--- src/rtl/fetch_pkg.sv ---
// Shared types and default widths for the instruction fetch stage.
package fetch_pkg;

  localparam int FETCH_ADDR_W  = 10;
  localparam int FETCH_INSTR_W = 32;

  typedef enum logic {
    BOOT = 1'b0,
    RUN  = 1'b1
  } fetch_state_e;

  typedef struct packed {
    logic [FETCH_ADDR_W-1:0]  pc;
    logic [FETCH_INSTR_W-1:0] instr;
  } fetch_entry_t;

endpackage

--- src/rtl/fetch_fifo.sv ---
// Small synchronous FIFO with clear and occupancy count.
// The head is read straight from the storage flops, so it has no path from the inputs.
module fetch_fifo #(
  parameter int  DEPTH = 2,
  parameter type T     = logic
) (
  input  logic                     clk,
  input  logic                     rst_n,
  input  logic                     clr_i,
  input  logic                     push_i,
  input  T                         data_i,
  input  logic                     pop_i,
  output logic                     valid_o,
  output T                         head_o,
  output logic [$clog2(DEPTH):0]   count_o
);

  localparam int AW = $clog2(DEPTH);
  localparam int CW = AW + 1;

  T               mem_q [DEPTH];
  logic [AW-1:0]  wr_q;
  logic [AW-1:0]  rd_q;
  logic [CW-1:0]  cnt_q;
  logic           push_en;
  logic           pop_en;

  assign pop_en  = pop_i && (cnt_q != '0);
  assign push_en = push_i && ((cnt_q != CW'(DEPTH)) || pop_en);

  // Clear drops the pointers only; stale storage is hidden by the zero count.
  always_ff @(posedge clk or negedge rst_n) begin
    if (!rst_n) begin
      wr_q  <= '0;
      rd_q  <= '0;
      cnt_q <= '0;
      for (int i = 0; i < DEPTH; i++) mem_q[i] <= '0;
    end else if (clr_i) begin
      wr_q  <= '0;
      rd_q  <= '0;
      cnt_q <= '0;
    end else begin
      if (push_en) begin
        mem_q[wr_q] <= data_i;
        wr_q        <= wr_q + 1'b1;
      end
      if (pop_en) rd_q <= rd_q + 1'b1;
      cnt_q <= cnt_q + CW'(push_en) - CW'(pop_en);
    end
  end

  assign valid_o = (cnt_q != '0);
  assign head_o  = mem_q[rd_q];
  assign count_o = cnt_q;

endmodule

--- src/rtl/fetch_unit.sv ---
// Instruction fetch: PC, credit-limited in-order imem requests, instruction FIFO, redirect/flush.
// Define FETCH_PERF_EN to add the perf_redirects / perf_bubbles saturating counters.
module fetch_unit
  import fetch_pkg::*;
#(
  parameter int                ADDR_W   = FETCH_ADDR_W,
  parameter int                INSTR_W  = FETCH_INSTR_W,
  parameter logic [ADDR_W-1:0] RESET_PC = '0,
  parameter int                DEPTH    = 2
) (
  input  logic               clk,
  input  logic               rst_n,
  input  logic               branch,
  input  logic [ADDR_W-1:0]  target_address,
  output logic               imem_req_valid,
  input  logic               imem_req_ready,
  output logic [ADDR_W-1:0]  imem_req_addr,
  input  logic               imem_rsp_valid,
  input  logic [INSTR_W-1:0] imem_rsp_data,
  output logic               instr_valid,
  input  logic               instr_ready,
  output logic [INSTR_W-1:0] instr_data,
  output logic [ADDR_W-1:0]  instr_pc,
  output logic               flush
`ifdef FETCH_PERF_EN
  ,
  output logic [15:0]        perf_redirects,
  output logic [15:0]        perf_bubbles
`endif
);

  localparam int CW = $clog2(DEPTH) + 1;

  fetch_state_e      state_q, state_d;
  logic [ADDR_W-1:0] pc_q, pc_d;
  logic [CW-1:0]     drop_q, drop_d;
  logic              flush_q;
  logic [CW-1:0]     out_cnt;
  logic [CW-1:0]     fifo_cnt;
  logic [CW:0]       credit_used;
  logic              req_fire;
  logic              rsp_pop;
  logic              rsp_keep;
  logic              deq;
  logic              tag_valid;
  logic [ADDR_W-1:0] tag_head;
  fetch_entry_t      push_entry;
  fetch_entry_t      head_entry;

  always_ff @(posedge clk or negedge rst_n) begin
    if (!rst_n) state_q <= BOOT;
    else        state_q <= state_d;
  end

  always_comb begin
    state_d = state_q;
    case (state_q)
      BOOT:    state_d = RUN;
      RUN:     state_d = RUN;
      default: state_d = BOOT;
    endcase
  end

  // Credit uses registered counts only, so a pop at full frees a slot one cycle later.
  always_comb begin
    credit_used    = {1'b0, out_cnt} + {1'b0, fifo_cnt};
    imem_req_valid = (state_q == RUN) && (credit_used < (CW+1)'(DEPTH));
  end

  assign req_fire = imem_req_valid && imem_req_ready;
  assign rsp_pop  = imem_rsp_valid && tag_valid;
  assign rsp_keep = rsp_pop && !branch && (drop_q == '0);
  assign deq      = instr_valid && instr_ready;

  // On redirect everything still in flight after this cycle becomes stale.
  always_comb begin
    pc_d   = pc_q;
    drop_d = drop_q;
    if (branch)        pc_d = target_address;
    else if (req_fire) pc_d = pc_q + 1'b1;
    if (branch)
      drop_d = out_cnt + CW'(req_fire) - CW'(rsp_pop);
    else if (rsp_pop && (drop_q != '0))
      drop_d = drop_q - 1'b1;
  end

  always_ff @(posedge clk or negedge rst_n) begin
    if (!rst_n) begin
      pc_q    <= RESET_PC;
      drop_q  <= '0;
      flush_q <= 1'b0;
    end else begin
      pc_q    <= pc_d;
      drop_q  <= drop_d;
      flush_q <= branch;
    end
  end

  // The tag queue occupancy is the outstanding-request count.
  fetch_fifo #(
    .DEPTH (DEPTH),
    .T     (logic [ADDR_W-1:0])
  ) u_tag_q (
    .clk     (clk),
    .rst_n   (rst_n),
    .clr_i   (1'b0),
    .push_i  (req_fire),
    .data_i  (pc_q),
    .pop_i   (rsp_pop),
    .valid_o (tag_valid),
    .head_o  (tag_head),
    .count_o (out_cnt)
  );

  assign push_entry = '{pc: tag_head, instr: imem_rsp_data};

  fetch_fifo #(
    .DEPTH (DEPTH),
    .T     (fetch_entry_t)
  ) u_instr_q (
    .clk     (clk),
    .rst_n   (rst_n),
    .clr_i   (branch),
    .push_i  (rsp_keep),
    .data_i  (push_entry),
    .pop_i   (deq),
    .valid_o (instr_valid),
    .head_o  (head_entry),
    .count_o (fifo_cnt)
  );

  assign imem_req_addr = pc_q;
  assign instr_data    = head_entry.instr;
  assign instr_pc      = head_entry.pc;
  assign flush         = flush_q;

`ifdef FETCH_PERF_EN
  logic [15:0] redir_q;
  logic [15:0] bubble_q;

  always_ff @(posedge clk or negedge rst_n) begin
    if (!rst_n) begin
      redir_q  <= '0;
      bubble_q <= '0;
    end else begin
      if (branch && (redir_q != '1)) redir_q <= redir_q + 1'b1;
      if (instr_ready && !instr_valid && (bubble_q != '1)) bubble_q <= bubble_q + 1'b1;
    end
  end

  assign perf_redirects = redir_q;
  assign perf_bubbles   = bubble_q;
`endif

endmodule
--- config.mk ---
export PLATFORM = sky130hd
export DESIGN_NAME = fetch_unit
export DESIGN_NICKNAME = d
export VERILOG_FILES = /design/src/rtl/fetch_pkg.sv /design/src/rtl/fetch_fifo.sv /design/src/rtl/fetch_unit.sv
export SDC_FILE = /design/constraint.sdc
export NUM_CORES = 1
export LEC_CHECK = 0
export CORE_MARGIN = 2
export CORE_UTILIZATION = 57
export CTS_CLUSTER_SIZE = 10
export DETAILED_ROUTE_END_ITERATION = 8
export HOLD_SLACK_MARGIN = 0.05
export PLACE_DENSITY = 0.83
export SLEW_MARGIN = 20
export SYNTH_ARGS = -nofsm -noshare
export SYNTH_HDL_FRONTEND = slang
export SYNTH_SLANG_ARGS = --single-unit
--- constraint.sdc ---
create_clock -name clk -period 5.55 [get_ports clk]
set_clock_uncertainty 0.05 [all_clocks]
set_input_delay 0.8325 -clock clk [delete_from_list [all_inputs] [get_ports clk]]
set_output_delay 0.8325 -clock clk [all_outputs]
set_load 0.05 [all_outputs]
# Word level (Yosys, flattened, before mapping)
# Index checks and enable logic that the tools add are counted.
[classes] n_eq_ne=2 add_sub_neg=13 n_bitwise=5 reduce_logical=25 n_lt_le_gt_ge=7 muxes=21
[ops] operator="$mux W42" n=4
[ops] operator="$bwmux W84" n=1
[ops] operator="$mux W10" n=6
[ops] operator="$demux W42 S1" n=1
[ops] operator="$bwmux W20" n=1
[ops] operator="$reduce_bool A2 Y1" n=7
[ops] operator="$logic_and A1 B1 Y1" n=13
[ops] operator="$add A10 B1 Y10 const B" n=1
[ops] operator="$demux W10 S1" n=1
[ops] operator="$ge A2 B2 Y1 const B" n=4
[ops] operator="$not A1 Y2" n=4
[ops] operator="$add A2 B1 Y2" n=3
[ops] operator="$mux W2" n=3
[ops] operator="$sub A2 B1 Y2" n=3
[ops] operator="$add A1 B1 Y1 const B" n=4
[ops] operator="$lt A2 B1 Y1 const B" n=2
[ops] operator="$mux W1" n=4
[ops] operator="$ne A2 B2 Y1 const B" n=2
[ops] operator="$add A2 B2 Y3" n=1
[ops] operator="$lt A3 B2 Y1 const B" n=1
[ops] operator="$logic_not A2 Y1" n=1
[ops] operator="$logic_or A1 B1 Y1" n=2
[ops] operator="$reduce_and A2 Y1" n=1
[ops] operator="$sub A2 B1 Y2 const B" n=1
[ops] operator="other kinds (2)" n=2
[word_totals] register_bits=126 inputBits=48 out_inout_bits=55 elab_cells=89

# Depth between registers and ports, before layout
[logic_depth] depth_word=8 ltp_mapped=10 mapped_depth_nobuf=10

# Modules after synthesis
# From an unflattened synthesis, not the netlist that was laid out.
[unflattened] hier_cells=419 area_unflattened_um2=6062.1
[modules_own_cells] mod="fetch_fifo at u_instr_q" area_each_um2=3998.8 seq_area_each_um2=2202.1 instances=1 cells_each=247
[modules_own_cells] mod="fetch_fifo at u_tag_q" area_each_um2=1128.6 seq_area_each_um2=600.6 instances=1 cells_each=76
[modules_own_cells] mod="fetch_unit" area_each_um2=934.6 seq_area_each_um2=350.3 instances=1 cells_each=96

# Least setup slack after synthesis
# Ideal clock, no wire load.
[synth_timing] path_kind="reg-to-output" startpoint="register u_tag_q.cnt_q[0], in the netlist u_tag_q.count_o[0]" endpoint="output imem_req_valid" path_buffers=0 setup_slack_ps=2489 t_arrival_ps=2179 required_time_ps=4668 stages_incl_launch_ff=5 path_cell_list="dfrtp_1 inv_1 nor2_1 fa_1 nor3b_1"
[synth_via] elab_chain_cells=3
[synth_lines] element="from (decl)" line_no="fetch_fifo.sv:24" rtl="logic [CW-1:0] cnt_q;"
[synth_lines] element="from (signal assigned)" line_no="fetch_fifo.sv:48" rtl="cnt_q <= cnt_q + CW'(push_en) - CW'(pop_en);"
[synth_lines] element="$add A2 B2 Y3" line_no="fetch_unit.sv:66" rtl="credit_used = {1'b0, out_cnt} + {1'b0, fifo_cnt};"
[synth_lines] element="$lt A3 B2 Y1" line_no="fetch_unit.sv:67" rtl="imem_req_valid = (state_q == RUN) && (credit_used < (CW+1)'(DEPTH));"
[synth_lines] element="$logic_and A1 B1 Y1" line_no="fetch_unit.sv:67"
[synth_lines] element="to (decl)" line_no="fetch_unit.sv:15" rtl="output logic imem_req_valid,"
# Every way passes these cells.

# Worst setup path after layout
[layout_timing] startpoint="register u_instr_q.rd_q" endpoint="output instr_pc[9]"
[layout_via] elab_chain_cells=4
[layout_lines] element="from (decl)" line_no="fetch_fifo.sv:23" rtl="logic [AW-1:0] rd_q;"
[layout_lines] element="from (signal assigned)" line_no="fetch_fifo.sv:47" rtl="if (pop_en) rd_q <= rd_q + 1'b1;"
[layout_lines] element="$not A1 Y2 (implied by the code)" line_no="fetch_fifo.sv:53" rtl="assign head_o = mem_q[rd_q];"
[layout_lines] element="$mux W42 (implied by the code) (3 in a row)" line_no="fetch_fifo.sv:53"
[layout_lines] element="to (decl)" line_no="fetch_unit.sv:23" rtl="output logic [ADDR_W-1:0] instr_pc,"
# Every way passes these cells. The select of a mux whose other input is x is not followed.

==> results.toml <==
[finish]
fillers = 669
fin_nets = 581
syn_to_final_growth_pct = 27.9
finalNonFillerCells = 670
antennaDiodeCount = 0
postLayoutCoreUtil_pct = 75.6
drive_gt1_share_pct = 30.9

[cts]
cts_buffers = 17
cts_tree = "built"
postCtsSetupBuffers = 0
cts.sinks = 126
max-clock-path-buffers = 2
ctsResizeCount = 0
htreeDepth = 4
path_clk_slew_ps = 60
clockRootBuffer = "clkbuf_8"
ctsHoldBuffers = 0
clk_latency_ps = 520

[detailed_routing]
firstDrtPassIters = 4
detail-route-antenna-nets = 0
drc_errors = 0
routed_via_density = 5.41
num_vias = 3625
wirelength_um = 11700
drtIter0Drc = 183
post_drt_wl_per_cell_um = 17.5

[global_route]
overflow = 0
grt_max_degree = 78
antenna_found_initial = 0
grt_pass1_vias = 3913
grt_pass1_wl_um = 19500
grt.total_usage_pct = 23.0

[synthesis]
yosys-top-cells-area = "dfrtp_1 (54%), mux2_2 (19%), mux2_4 (7.8%)"
netlist.area_leader.share_pct = 54.3
synthTopCellsByCount = "dfrtp_1 (126), mux2_2 (96), mux2_4 (30)"
synth_area_leader_cell = "dfrtp_1"
yosysUniqueCellTypes = 37
yosys_warnings = 0
syn_nets = 478
synthesis.area_mm2 = 0.00580
syn_avg_cell_area_um2 = 13.8
synth_edf_count = 0
synthCells = 421
ys_seq_area_share_pct = 54.3
async_flop_share_pct = 100
ys_ff_latch = 126
ys.flop_type = "dfrtp_1"
synth_most_common_cell = "dfrtp_1"

[setup_path]
path_cells = "mux2_2 > clkdlybuf4s50_1"
crit_fanout = 43
path_delay_family = "flip-flops"
worstSetupPathType = "flip-flop to output port"
worst_setup_path_start_kind = "flip-flop"
critical_path_arrival_ps = 2730
critPathBufInv = 1
critPathRequiredTime_ps = 4670
cpMaxStageDelayCell = "dfrtp_2"
end_kind = "output port"
critPathMaxStageDelay_ps = 1040
r2r-start = "u_tag_q.count_o[0]$_DFF_PN0_"
cp-startpoint = "u_instr_q.rd_q$_DFFE_PN0P_"

[worst_hold_path]
hold_class = "primary input to async pin"

[power]
switching_share_pct = 40.1
p_int_w = 0.00303
seqPwrFrac_pct = 32.2
clkPwrFrac_pct = 20.7
p_comb_share_pct = 47.1
peakVddDrop_mv = 0.360
p_sw_w = 0.00203
p_per_area_mw_per_mm2 = 680
leakage_nw = 3.35

[floorplanning]
io_pins = 103
chipWidth_um = 105
num_rows = 36
start_util_pct = 59.1
dieArea_mm2 = 0.0110
core_mm2 = 0.00982
die_h_um = 105

[sta]
setup_viol = 0
slew_viol_final = 0
finalSetupTns_ps = 0
period_needed_ps = 3620
slew_headroom_pct = 31.6
worst_slew_pin_slew_ps = 1030
fin_crit_sh_pct = 65.2
hold_viol = 0
rsz0062_at_grt = "false"
max_freq_mhz = 276

[placed_design]
dpl.hpwl_um = 7430
place_congestion = 0.763
place_inst = 638
portBuffers = 102

[status]
outcome = "finished, final reports clean"

[job]
maxCapViolCount = 0
path summary, 6_finish.rpt:
path,slack [ps],end,cells after the start
worst min register to register,430,u_instr_q.mem_q[37]$_DFFE_PN0P_,2
min in group clk,430,u_instr_q.mem_q[37]$_DFFE_PN0P_,2
worst min-delay path,400,u_instr_q.mem_q[29]$_DFFE_PN0P_,1
worst max-delay path,1930,instr_pc[9],2
max in group asynchronous,3790,u_instr_q.rd_q$_DFFE_PN0P_,2
worst max register to register,2290,u_tag_q.mem_q[12]$_DFFE_PN0P_,7
kinds of logic (layout without fill, tap and decap cells):
group | after synthesis | count (layout) | synth area share, %
AO/OA/AOI/OAI | 31 | 31 | 2.89
XOR/XNOR | 20 | 20 | 3.02
adder cells (fa/ha/maj) | 9 | 9 | 2.07
buffers and inverters | 32 | 148 | 3.30
flip-flops | 126 | 126 | 54.3
multiplexers | 141 | 141 | 29.1
other | 1 | 1 | 0.0646
AND/OR/NAND/NOR | 61 | 61 | 5.28
state kept, by name, indices dropped and copies added (netlist names):
signal / count
flush: 1
u_instr_q.mem_q: 84
u_instr_q.wr_q: 1
drop_q: 2
u_tag_q.count_o: 2
u_tag_q.wr_q: 1
u_tag_q.mem_q: 20
state_q: 1
imem_req_addr: 10
u_instr_q.count_o: 2
u_tag_q.rd_q: 1
u_instr_q.rd_q: 1
metal layers:
layer / track usage (%) / share of wire, % / vias to the layer above
met2: 37.9 / 51 / 91
met5: 0 / 0 / -
met4: 7.33 / 0.91 / 0
li1: - / - / 1678
met1: 28.7 / 43 / 1848
met3: 7.61 / 4.7 / 8
area by class of cell:
class	count	area (um2)	share of cell area, %
flip-flops and latches	126	3150	42.5
well taps	133	166	2.24
clock inverters	14	145	1.95
inverters	11	41.3	0.556
repair buffers	105	1040	14.0
multi-input cells	263	2460	33.1
clock buffers	18	418	5.63
per-stage QoR:
stage / total power [W] / setup WS [ps] / hold slack, ps / instance area (um2)
after floorplan: 0.00331 / 2490 / 394 / 5800
after global placement: 0.00393 / 1920 / 407 / 6860
after detailed placement: 0.00402 / 1840 / 420 / 6860
after CTS: 0.00510 / 1870 / 434 / 7430
after global routing: 0.00531 / 1780 / 448 / 7430
final: 0.00505 / 1930 / 397 / 7430
power groups by stage:
| stage | registers [W] | clock network (W) | logic (W) |
|---|---|---|---|
| after floorplan | 0.00153 | 0 | 0.00178 |
| after global placement | 0.00161 | 0 | 0.00232 |
| after detailed placement | 0.00164 | 0 | 0.00238 |
| after CTS | 0.00163 | 0.00107 | 0.00240 |
| after global routing | 0.00169 | 0.00111 | 0.00251 |
| final | 0.00163 | 0.00105 | 0.00238 |
cells in the final DEF, fill, tap and decap left out, drive strengths merged, types with 2 or more instances in the layout:
cell type,netlist,final
bufinv,0,2
clkinv,1,8
o21ai,20,20
mux2i,11,11
xor2,8,8
ha,8,8
clkdlybuf4s50,0,101
clkbuf,9,18
nor2b,2,2
inv,10,11
nand2,25,25
clkinvlp,0,4
dfrtp,126,126
nor4,4,4
a21oi,10,10
nand4,3,3
xnor2,12,12
mux2,130,130
nor2,15,15
nand3,2,2
nor3b,2,2
buf,12,4
Note: power is estimated with default switching activity, not from simulation.
